**src/rtl/regfile_wr_arbiter.sv**
```systemverilog
// rtl/regfile_wr_arbiter.sv - register-file write-port arbiter between WB and a long-latency unit
module regfile_wr_arbiter #(
    parameter int DEPTH    = 4,
    parameter int MAX_WAIT = 8
) (
    input  logic        CLK,
    input  logic        nRST,
    input  logic        wb_wen,
    input  logic [4:0]  wb_wsel,
    input  logic [31:0] wb_wdat,
    output logic        stall_wb,
    input  logic        ll_valid,
    input  logic [4:0]  ll_sel,
    input  logic [31:0] ll_dat,
    output logic        ll_ready,
    input  logic [4:0]  q_sel,
    output logic        pend_hit,
    output logic        WEN,
    output logic [4:0]  wsel,
    output logic [31:0] wdat
);

    localparam int AW = $clog2(DEPTH);
    localparam int WW = $clog2(MAX_WAIT + 1);

    typedef enum logic {NORMAL, DRAIN} state_t;

    state_t          state;
    state_t          state_next;

    logic [AW:0]     head;
    logic [AW:0]     tail;
    logic [DEPTH-1:0] live;
    logic [4:0]      sel_mem [DEPTH];
    logic [31:0]     dat_mem [DEPTH];
    logic [WW-1:0]   wait_cnt;

    logic [AW-1:0]   head_idx;
    logic [AW-1:0]   tail_idx;
    logic            empty;
    logic            full;
    logic            head_live;
    logic            wb_req;
    logic            wb_grant;
    logic            pop;
    logic            head_write;
    logic            push;
    logic            kill_new;
    logic            q_hit;

    assign head_idx  = head[AW-1:0];
    assign tail_idx  = tail[AW-1:0];
    assign empty     = (head == tail);
    assign full      = (head[AW] != tail[AW]) && (head_idx == tail_idx);
    assign head_live = !empty && live[head_idx];
    assign wb_req    = wb_wen && (wb_wsel != 5'd0);

    // Handshake side: ready tracks full only; r0 results complete the handshake but are dropped.
    assign ll_ready = nRST && !full;
    assign push     = ll_valid && ll_ready && (ll_sel != 5'd0);
    // An LL result to the register WB is writing right now is stale on arrival.
    assign kill_new = wb_grant && (ll_sel == wb_wsel);

    // State register for the NORMAL/DRAIN arbiter.
    always_ff @(posedge CLK) begin
        if (!nRST) state <= NORMAL;
        else       state <= state_next;
    end

    // Next state: one forced-drain cycle once the head has been starved long enough.
    always_comb begin
        state_next = state;
        case (state)
            NORMAL: if (!empty && !pop && (wait_cnt == WW'(MAX_WAIT - 1))) state_next = DRAIN;
            DRAIN:  state_next = NORMAL;
            default: state_next = NORMAL;
        endcase
    end

    // FSM outputs: grant, pop decision and the register-file write mux.
    always_comb begin
        stall_wb   = (state == DRAIN);
        wb_grant   = nRST && (state == NORMAL) && wb_req;
        pop        = nRST && !empty && ((state == DRAIN) || !wb_req || !live[head_idx]);
        head_write = pop && head_live;
        WEN        = wb_grant || head_write;
        wsel       = 5'd0;
        wdat       = 32'd0;
        if (wb_grant) begin
            wsel = wb_wsel;
            wdat = wb_wdat;
        end else if (head_write) begin
            wsel = sel_mem[head_idx];
            wdat = dat_mem[head_idx];
        end
    end

    // Pointer, liveness and starvation-counter bookkeeping.
    always_ff @(posedge CLK) begin
        if (!nRST) begin
            head     <= '0;
            tail     <= '0;
            live     <= '0;
            wait_cnt <= '0;
        end else begin
            if (push) tail <= tail + (AW+1)'(1);
            if (pop)  head <= head + (AW+1)'(1);
            for (int i = 0; i < DEPTH; i++) begin
                if (push && (tail_idx == AW'(i)))
                    live[i] <= !kill_new;
                else if (pop && (head_idx == AW'(i)))
                    live[i] <= 1'b0;
                else if (wb_grant && (sel_mem[i] == wb_wsel))
                    live[i] <= 1'b0;
            end
            if (pop || empty) wait_cnt <= '0;
            else              wait_cnt <= wait_cnt + WW'(1);
        end
    end

    // Entry payload storage; contents are only meaningful while the live bit is set.
    always_ff @(posedge CLK) begin
        if (push) begin
            sel_mem[tail_idx] <= ll_sel;
            dat_mem[tail_idx] <= ll_dat;
        end
    end

    // Scoreboard query over live entries (pre-edge view).
    always_comb begin
        q_hit = 1'b0;
        for (int i = 0; i < DEPTH; i++) begin
            if (live[i] && (sel_mem[i] == q_sel)) q_hit = 1'b1;
        end
    end

    assign pend_hit = nRST && (q_sel != 5'd0) && q_hit;

endmodule

```
**config.mk**
```make
export PLATFORM = sky130hd
export DESIGN_NAME = regfile_wr_arbiter
export DESIGN_NICKNAME = d
export VERILOG_FILES = /design/src/rtl/regfile_wr_arbiter.sv
export SDC_FILE = /design/constraint.sdc
export NUM_CORES = 1
export LEC_CHECK = 0
export ABC_AREA = 1
export BUFFER_PORTS_ARGS = -buffer_cell sky130_fd_sc_hd__buf_2
export CORE_MARGIN = 8
export CORE_UTILIZATION = 40
export DETAILED_ROUTE_END_ITERATION = 6
export PLACE_DENSITY = 0.71
export SLEW_MARGIN = 20
export SYNTH_ARGS = -nofsm -noshare
export SYNTH_HDL_FRONTEND = slang
export SYNTH_SLANG_ARGS = --single-unit
```
**constraint.sdc**
```tcl
create_clock -name CLK -period 3.06 [get_ports CLK]
set_input_delay 0.459 -clock CLK [delete_from_list [all_inputs] [get_ports CLK]]
set_output_delay 0.459 -clock CLK [all_outputs]
set_load 0.01 [all_outputs]
```
[After elaboration in Yosys (flattened, before gate mapping)]
Memories as Yosys holds them, arrays and structs flattened. A register that Yosys moved wholly into a read port is not among the register bits.
Index checks and enable logic that the tools add are counted.
Word-level totals
  bits in registers: 15
  memory bits (writable): 148
  bits of input ports: 83
  output and inout bits: 41
  word-level logic and storage cells: 117
  memories kept: 2
Memories
  dat_mem: words 4, bits a word 32, rd ports 1, clocked after memory_dff 1, write ports 1, line 35  | logic [31:0] dat_mem [DEPTH];
  sel_mem: words 4, bits a word 5, rd ports 5, clocked after memory_dff 1, write ports 1, line 34  | logic [4:0] sel_mem [DEPTH];
Cells by class
  add/sub/neg operators: 3
  magnitude comparators: 1
  equality and inequality tests: 19
  multiplexer cells: 30
  bitwise operators: 2
  reduce and logical (&&, ||, !) cells: 52
Operator list (number)
  $mux W32: 2
  $eq A5 B5 Y1: 9
  $logic_and A1 B1 Y1: 32
  $mux W1: 20
  $reduce_bool A5 Y1: 3
  $reduce_bool A3 Y1: 4
  $mux W5: 2
  $eq A2 B2 Y1 const B: 4
  $mux W2: 4
  $add A3 B1 Y3 const B: 2
  $logic_not A1 Y1: 6
  $add A4 B1 Y4 const B: 1
  $eq A2 B1 Y1 const B: 2
  $eq A4 B3 Y1 const B: 1
  $logic_not A2 Y1: 2
  $logic_or A1 B1 Y1: 4
  $eq A3 B3 Y1: 1
  $lt A2 B3 Y1 const B: 1
  $bmux W1 S2: 1
  $eq A2 B2 Y1: 1
  $not A1 Y1: 2
  $pmux W1 S2: 1
  $reduce_or A2 Y1: 1
  $ne A1 B1 Y1: 1

[Longest topological paths before layout]
Gate-level depths: netlist of run 1.
  word-level depth: 11
  mapped depth: 12

[Worst setup path before layout of run 1]
Ideal clock, no wire load.
  kind: flip-flop to flip-flop
  from: register head[0]
  to: memory dat_mem[0][0], enable pin
  arrival time: 2.516 ns
  setup slack: 0.110 ns
  stages on the path, launching flop included: 7
  path buffers: 0
  cells stage by stage: dfxtp_1 inv_2 nand2_1 nand2_1 nand3_1 nand3_1 nor2_1
On the way
  longest elaborated chain between the ends: 8
RTL lines
  start: declaration: line 31  | logic [AW:0] head;
  start signal: assignment: line 107  | if (pop) head <= head + (AW+1)'(1);
  $eq A2 B2 Y1: line 54  | assign full = (head[AW] != tail[AW]) && (head_idx == tail_idx);
  $logic_and A1 B1 Y1: line 54
  $logic_not A1 Y1: line 59  | assign ll_ready = nRST && !full;
  $logic_and A1 B1 Y1: line 59
  $logic_and A1 B1 Y1 (2 in a row): line 60  | assign push = ll_valid && ll_ready && (ll_sel != 5'd0);
  $mux W1: line 123  | if (push) begin
  $mux W1 (not written as such): line 125  | dat_mem[tail_idx] <= ll_dat;
  end: declaration: line 35
No other way between the ends.

[Worst setup path in the final report of run 1]
  from: register head[0]
  to: output wsel[1]
On the way
  longest elaborated chain between the ends: 8
  elaborated cells on any way between the ends: 12
  those cells by class: 1 x eq/ne; 4 x mux; 7 x reduce/logical
RTL lines
  $bmux W1 S2: line 55, 84
  $mux W1 (not written as such): line 55, 84
  $logic_not A1 Y1: line 84  | pop = nRST && !empty && ((state == DRAIN) || !wb_req || !live[head_idx]);
  $logic_or A1 B1 Y1: line 84
  $logic_and A1 B1 Y1: line 84
  $logic_and A1 B1 Y1 *: line 85  | head_write = pop && head_live;
  $mux W5 *: line 92  | end else if (head_write) begin
  $mux W5 *: line 89  | if (wb_grant) begin
  end: declaration: line 19  | output logic [4:0] wsel,
Mark *: on every way between the ends. The rest lies on a longest branch, timed or not. The select of a mux whose other input is x is not followed.

==> results of run 1 <==
cell type report:
class / count / area (um2) / share of cell area (%)
sequential: 165 / 4790 / 51.6
multi-input combinational: 504 / 2620 / 28.3
timing repair buffer: 138 / 753 / 8.13
clock buffer: 19 / 433 / 4.67
tap: 265 / 332 / 3.58
inverter: 59 / 226 / 2.44
clock inverter: 11 / 111 / 1.20
antenna: 1 / 2.50 / 0.0270
metrics by stage:
step / utilization, % / total power, W
final: 47.9 / 0.00575
after global routing: 47.9 / 0.00603
after CTS: 47.9 / 0.00581
after detailed placement: 45.1 / 0.00384
after global placement: 45.1 / 0.00382
after floorplan: - / 0.00347
synth_stat cells:
| cell type | n |
|---|---|
| a21oi_1 | 21 |
| buf_1 | 2 |
| buf_12 | 3 |
| buf_2 | 9 |
| buf_4 | 5 |
| buf_6 | 1 |
| clkbuf_1 | 18 |
| dfxtp_1 | 17 |
| edfxtp_1 | 148 |
| ha_1 | 9 |
| inv_1 | 52 |
| inv_2 | 5 |
| inv_4 | 2 |
| nand2_1 | 136 |
| nand2_2 | 21 |
| nand2_4 | 3 |
| nand3_1 | 37 |
| nand3_2 | 21 |
| nand4_1 | 5 |
| nor2_1 | 95 |
| nor2_4 | 2 |
| nor2_8 | 1 |
| nor3_1 | 2 |
| nor3b_1 | 1 |
| nor4_1 | 1 |
| o21ai_0 | 93 |
| o22ai_1 | 42 |
| xnor2_1 | 6 |
| xor2_1 | 8 |
metal layers:
layer  global-route usage [%]  wire, um  vias to the layer above
met2                     27.7      9620                      189
met5                        0         0                        -
met4                     5.78       358                        0
met3                     4.40      1240                       24
met1                     19.2      8050                     2759
li1                         -         -                     2895
worst reg2reg max path, delay by kind of cell (launching register included):
kind | cells | cell delay (ns)
AND/OR/NAND/NOR | 5 | 0.85
flip-flops | 1 | 0.44
buffers and inverters | 2 | 0.49
worst paths after layout:
check                                  from              to  depth (start not counted)
worst max-delay path                head[0]         wsel[1]                         11
worst min-delay path             ll_dat[30]  dat_mem[2][30]                          1
worst max register to register      head[0]   dat_mem[3][2]                          7
worst min register to register  wait_cnt[3]        stall_wb                          1
registers in the layout, indices dropped and copies added, names as in the netlist, named ones only:
name and cells:
dat_mem 128, sel_mem 20, live 4, wait_cnt 4
head 3, tail 3, stall_wb 1
cells by family (layout without fill, tap and decap cells):
family	count (synthesis)	in the layout	share of synthesized area [%]
DFF	165	165	61.1
adders and majority gates	9	9	1.44
AOI/OAI and AO/OA	156	156	10.6
xor gates and xnor gates	14	14	1.57
other	0	1	0
and+or+nand+nor	325	325	19.5
buffers and inverters	97	227	5.81
where the power goes:
group | total (W) | switching (W) | internal (W)
Clock | 0.00197 | 0.000789 | 0.00118
Sequential | 0.00258 | 0.0000383 | 0.00255
Combinational | 0.00120 | 0.000829 | 0.000367
Total | 0.00575 | 0.00166 | 0.00409
placed cells by master, fill, tap and decap left out, drive strengths merged, types with 6 or more instances in the layout:
cell and n:
inv 60, a21oi 21, clkinv 7, buf 138
xnor2 6, ha 9, nand2 160, o22ai 42
o21ai 93, xor2 8, clkbuf 19, nor2 98
dfxtp 17, nand3 58, edfxtp 148
==> reports/metrics.json, run 1 <==
{
  "layout": {
    "fin_cells": 1162,
    "filler_cell_count": 1775,
    "drive_gt1_share_pct": 24.9,
    "final_nets": 977,
    "layout.cell_area.non_filler_mm2": 0.00927,
    "layout-area-overhead-vs-synth_pct": 18.3
  },
  "yosys": {
    "ys_types": 29,
    "ys.warnings.count": 0,
    "mappedNetlistArea_mm2": 0.00783,
    "sequential_element_share_of_the_synthesized_area_pct": 61.1,
    "synth_area_per_cell_um2": 10.2,
    "syn_inst": 766,
    "synth_top_area_share_pct": 56.7,
    "synth.top_cells.by_area": "edfxtp_1 57%, nand2_1 6.5%, o21ai_0 5.9%",
    "register_bit_count_reported_by_yosys": 165,
    "netlist.top_cell.by_area": "edfxtp_1",
    "synth.net_count": 858
  },
  "power_and_ir_drop": {
    "vdd.ir_drop.worst_mv": 0.370,
    "powerDensity_mw_per_mm2": 620,
    "leakagePower_nw": 3.68
  },
  "worst_setup_path": {
    "worstPathMaxFanout": 38,
    "worstSetupEndpointType": "output port",
    "required_time_at_the_worst_slack_endpoint_ns": 2.60,
    "critical_path.top_delay_family": "buffers and inverters",
    "crit_buf_inv": 4,
    "r2r_slack_ns": 0.93,
    "timing.critical_path.mode_cell": "nand2_1",
    "crit_path_start_kind": "register",
    "critical_path.max_stage_delay_ns": 0.44,
    "cp_cell_instances": "inv_2, nand2_1, nand2_1, nand3_1, nand2_1, inv_2, nand2_4, inv_4, nand3_1, o21ai_0, buf_2",
    "timing.setup.critical_path_class": "reg2out",
    "critical_path_arrival_ns": 2.29,
    "cp_slowest_cell": "dfxtp_1"
  },
  "min_path": {
    "min-delay-path-class": "in2reg"
  },
  "floorplanning": {
    "top_level_ports": 124,
    "core.rowCount": 51,
    "floorplan.initialDensity_pct": 40.5,
    "floorplan.core_area_mm2": 0.0193,
    "die_h_um": 156,
    "die_span_in_x_um": 156,
    "die_area_mm2": 0.0243
  },
  "routing": {
    "first_iter_violations": 391,
    "detailroute.via_count": 5867,
    "detail_route.wirelength_um": 19300,
    "drt-vias-per-instance": 5.05,
    "detailedRoute.firstPassIterationCount": 4,
    "ant_nets": 0,
    "remaining_drc_errors": 0,
    "drt-wirelength-per-cell_um": 16.6
  },
  "placed_design": {
    "port_buffers": 123,
    "placement.cell_area_mm2": 0.00872,
    "gp_congestion": 0.975,
    "numPlacedInstances": 1131,
    "dpl_worst_slack_ns": 0.616,
    "detailed_place_hpwl_um": 12800
  },
  "timing": {
    "setup_viol": 0,
    "fmax_mhz": 363,
    "finalHoldViolCount": 0,
    "slew_headroom_pct": 50.1,
    "min_period_over_period_pct": 89.9,
    "post-route-min-period_ns": 2.75,
    "rsz_0062_raised_after_global_routing": "no",
    "timing.final.ws_setup_ns": 0.308,
    "finalMaxSlewViolations": 0,
    "timing.hold.ws_ns": 0.252,
    "max_slew.worst_pin.slew_ns": 0.748,
    "final.setup.tns_ns": 0,
    "finalClockSkew_ns": 0.0101
  },
  "clocking": {
    "tritoncts.num_buffers": 17,
    "max-clock-path-buffers": 2,
    "clock-root-buffer": "clkbuf_16",
    "clock_tree.htree_level_count": 4,
    "cts_num_sinks": 165,
    "post-cts-setup-buffer-count": 0,
    "clk-insertion-delay-late_ns": 0.42,
    "postCtsResizedCells": 0,
    "clock_slew_at_reported_path_ffs_ns": 0.06,
    "tritoncts": "done",
    "ctsHoldBuffers": 0
  },
  "grt": {
    "grt_overflow": 0,
    "grt_pass1_wl_um": 30500,
    "grt_max_degree": 74,
    "grtUsageTotal_pct": 16.2,
    "grt_pass1_vias": 5767,
    "antenna_found_initial": 1
  },
  "flow_run": {
    "cap_violations": 0
  },
  "run_status": {
    "status": "completed"
  }
}
Power figures use the tool's default switching activity.
==> inputs of run 2 (changes only) <==
--- a/config.mk
+++ b/config.mk
@@ -11,6 +11,7 @@
 export CORE_UTILIZATION = 40
 export DETAILED_ROUTE_END_ITERATION = 6
 export PLACE_DENSITY = 0.71
+export RECOVER_POWER = 100
 export SLEW_MARGIN = 20
 export SYNTH_ARGS = -nofsm -noshare
 export SYNTH_HDL_FRONTEND = slang
==> reports/metrics.json, run 2 (synthesis gave the netlist of run 1 again) <==
{
  "run_status": {
    "status": "completed"
  },
  "routing": {
    "met2_wirelength_um": 9610,
    "drt-wirelength-per-cell_um": 16.6,
    "top_layer": "met4",
    "first_iter_violations": 441,
    "ant_nets": 0,
    "wirelength_met1_um": 8090,
    "wl_met3_um": 1290,
    "detailroute.via_count": 5817,
    "drt-vias-per-instance": 5.01,
    "detail_route.wirelength_um": 19300,
    "detailedRoute.firstPassIterationCount": 5,
    "remaining_drc_errors": 0
  },
  "layout": {
    "regArea_mm2": 0.00479,
    "finalCoreUtilization_pct": 46.9,
    "drive_gt1_share_pct": 15.7,
    "antenna_cells_inserted": 0,
    "regMostFlops": "dat_mem",
    "multiInputGateArea_mm2": 0.00252,
    "largest_registers": "dat_mem x128, sel_mem x20",
    "layout_common_cells": "148 x edfxtp_1, 137 x nand2_1, 93 x o21ai_0",
    "largest_register_ffs": 128,
    "fin_cells": 1161,
    "filler_cell_count": 1825,
    "layout_commonest_cell": "edfxtp_1",
    "final_nets": 977,
    "layout-area-overhead-vs-synth_pct": 15.7
  },
  "timing": {
    "finalHoldViolCount": 0,
    "setup_viol": 0,
    "max_slew.worst_pin.slew_ns": 1.10,
    "fmax_mhz": 366,
    "post-route-min-period_ns": 2.73,
    "rsz_0062_raised_after_global_routing": "no",
    "timing.hold.ws_ns": 0.298,
    "slew_headroom_pct": 27.0,
    "finalClockSkew_ns": 0.00879,
    "finalMaxSlewViolations": 0,
    "min_period_over_period_pct": 89.4,
    "final.setup.tns_ns": 0
  },
  "worst_setup_path": {
    "timing.critical_path.mode_cell": "nand2_1",
    "cp_cell_instances": "inv_2, nand2_1, nand2_1, nand3_1, nand2_1, inv_2, nand2_4, inv_4, nand3_1, nand2_2, buf_2",
    "crit_buf_inv": 4,
    "cp_slowest_cell": "dfxtp_1",
    "critical_path.top_delay_family": "buffers and inverters",
    "worstPathMaxFanout": 38,
    "worstSetupEndpointType": "output port",
    "critical_path.max_stage_delay_ns": 0.44,
    "critical_path_arrival_ns": 2.28,
    "required_time_at_the_worst_slack_endpoint_ns": 2.60,
    "crit_path_start_kind": "register",
    "timing.setup.critical_path_class": "reg2out"
  },
  "floorplanning": {
    "floorplan.initialDensity_pct": 40.5,
    "floorplan.core_area_mm2": 0.0193,
    "core.rowCount": 51,
    "die_area_mm2": 0.0243,
    "die_span_in_x_um": 156,
    "top_level_ports": 124,
    "die_h_um": 156
  },
  "clocking": {
    "clk-insertion-delay-late_ns": 0.42,
    "post-cts-setup-buffer-count": 0,
    "postCtsResizedCells": 0,
    "ctsHoldBuffers": 0,
    "max-clock-path-buffers": 2,
    "tritoncts.num_buffers": 17,
    "clock_slew_at_reported_path_ffs_ns": 0.06,
    "cts_num_sinks": 165,
    "clock_tree.htree_level_count": 4,
    "tritoncts": "done",
    "clock-root-buffer": "clkbuf_16"
  },
  "power_and_ir_drop": {
    "net-switching-power_w": 0.00161,
    "p_clk_share_pct": 34.6,
    "power.internal_w": 0.00407,
    "seq_power_share_pct": 45.5,
    "combinationalPowerShare_pct": 19.8,
    "powerDensity_mw_per_mm2": 627,
    "power.switching_fraction_pct": 28.4,
    "leakagePower_nw": 3.48,
    "vdd.ir_drop.worst_mv": 0.365
  },
  "grt": {
    "antenna_found_initial": 0,
    "grt_overflow": 0,
    "grtUsageTotal_pct": 16.2,
    "grt_max_degree": 74,
    "grt_pass1_vias": 5767,
    "grt_pass1_wl_um": 30500
  },
  "placed_design": {
    "detailed_place_hpwl_um": 12800,
    "numPlacedInstances": 1131,
    "gp_congestion": 0.975,
    "port_buffers": 123
  },
  "flow_run": {
    "cap_violations": 0
  },
  "min_path": {
    "min-delay-path-class": "in2reg"
  }
}
==> run 2: cell types whose count changed in the layout (fill, tap and decap cells not counted), sizes merged <==
| cell | delta |
|---|---|
| buf | -66 |
| clkbuf | +66 |
| diode | -1 |
==> run 2: per-layer routing <==
metal	vias up	global-route usage (%)
li1	2901	-
met1	2700	19.2
met2	194	27.7
met3	22	4.40
met4	0	5.78
met5	-	0
==> run 2: worst reg2reg max path: stages (launching register included) <==
cell and delay, ns:
dfxtp_1 0.44, inv_2 0.12, nand2_1 0.09, nand2_1 0.06
nand3_1 0.12, nand3_1 0.38, nor2_4 0.20, clkbuf_1 0.83
==> run 2: layout make-up <==
class	instances	share of cell area, %
Clock inverter	11	1.23
Inverter	59	2.50
Tap cell	265	3.66
Multi-Input combinational cell	504	27.8
Timing Repair Buffer	138	7.25
Clock buffer	19	4.78
Sequential cell	165	52.8
==> run 2: metrics by stage <==
step	area (um2)	setup WS (ns)	total power, W
final	9070	0.325	0.00568
after detailed placement	8720	0.616	0.00384
after global routing	9070	0.107	0.00597
after floorplan	7830	0.110	0.00347
after global placement	8720	0.619	0.00382
after CTS	9270	0.267	0.00581
==> run 2: power by group through the flow <==
| stage | combinational [W] | clock [W] | sequential [W] |
|---|---|---|---|
| 2_1_floorplan | 0.000846 | 0 | 0.00262 |
| 3_3_place_gp | 0.00119 | 0 | 0.00263 |
| 3_5_place_dp | 0.00120 | 0 | 0.00263 |
| 4_1_cts | 0.00121 | 0.00201 | 0.00258 |
| 5_1_grt | 0.00127 | 0.00211 | 0.00259 |
| 6_report | 0.00113 | 0.00197 | 0.00259 |
==> run 2: final timing paths <==
| path | from | end | slack [ns] | cells after the start |
|---|---|---|---|---|
| setup reg to reg | head[0] | dat_mem[2][26] | 0.43 | 7 |
| hold reg to reg | wait_cnt[0] | wait_cnt[0] | 0.45 | 1 |
| setup / recovery | head[0] | wdat[13] | 0.33 | 11 |
| hold / removal | ll_dat[26] | dat_mem[1][26] | 0.30 | 1 |
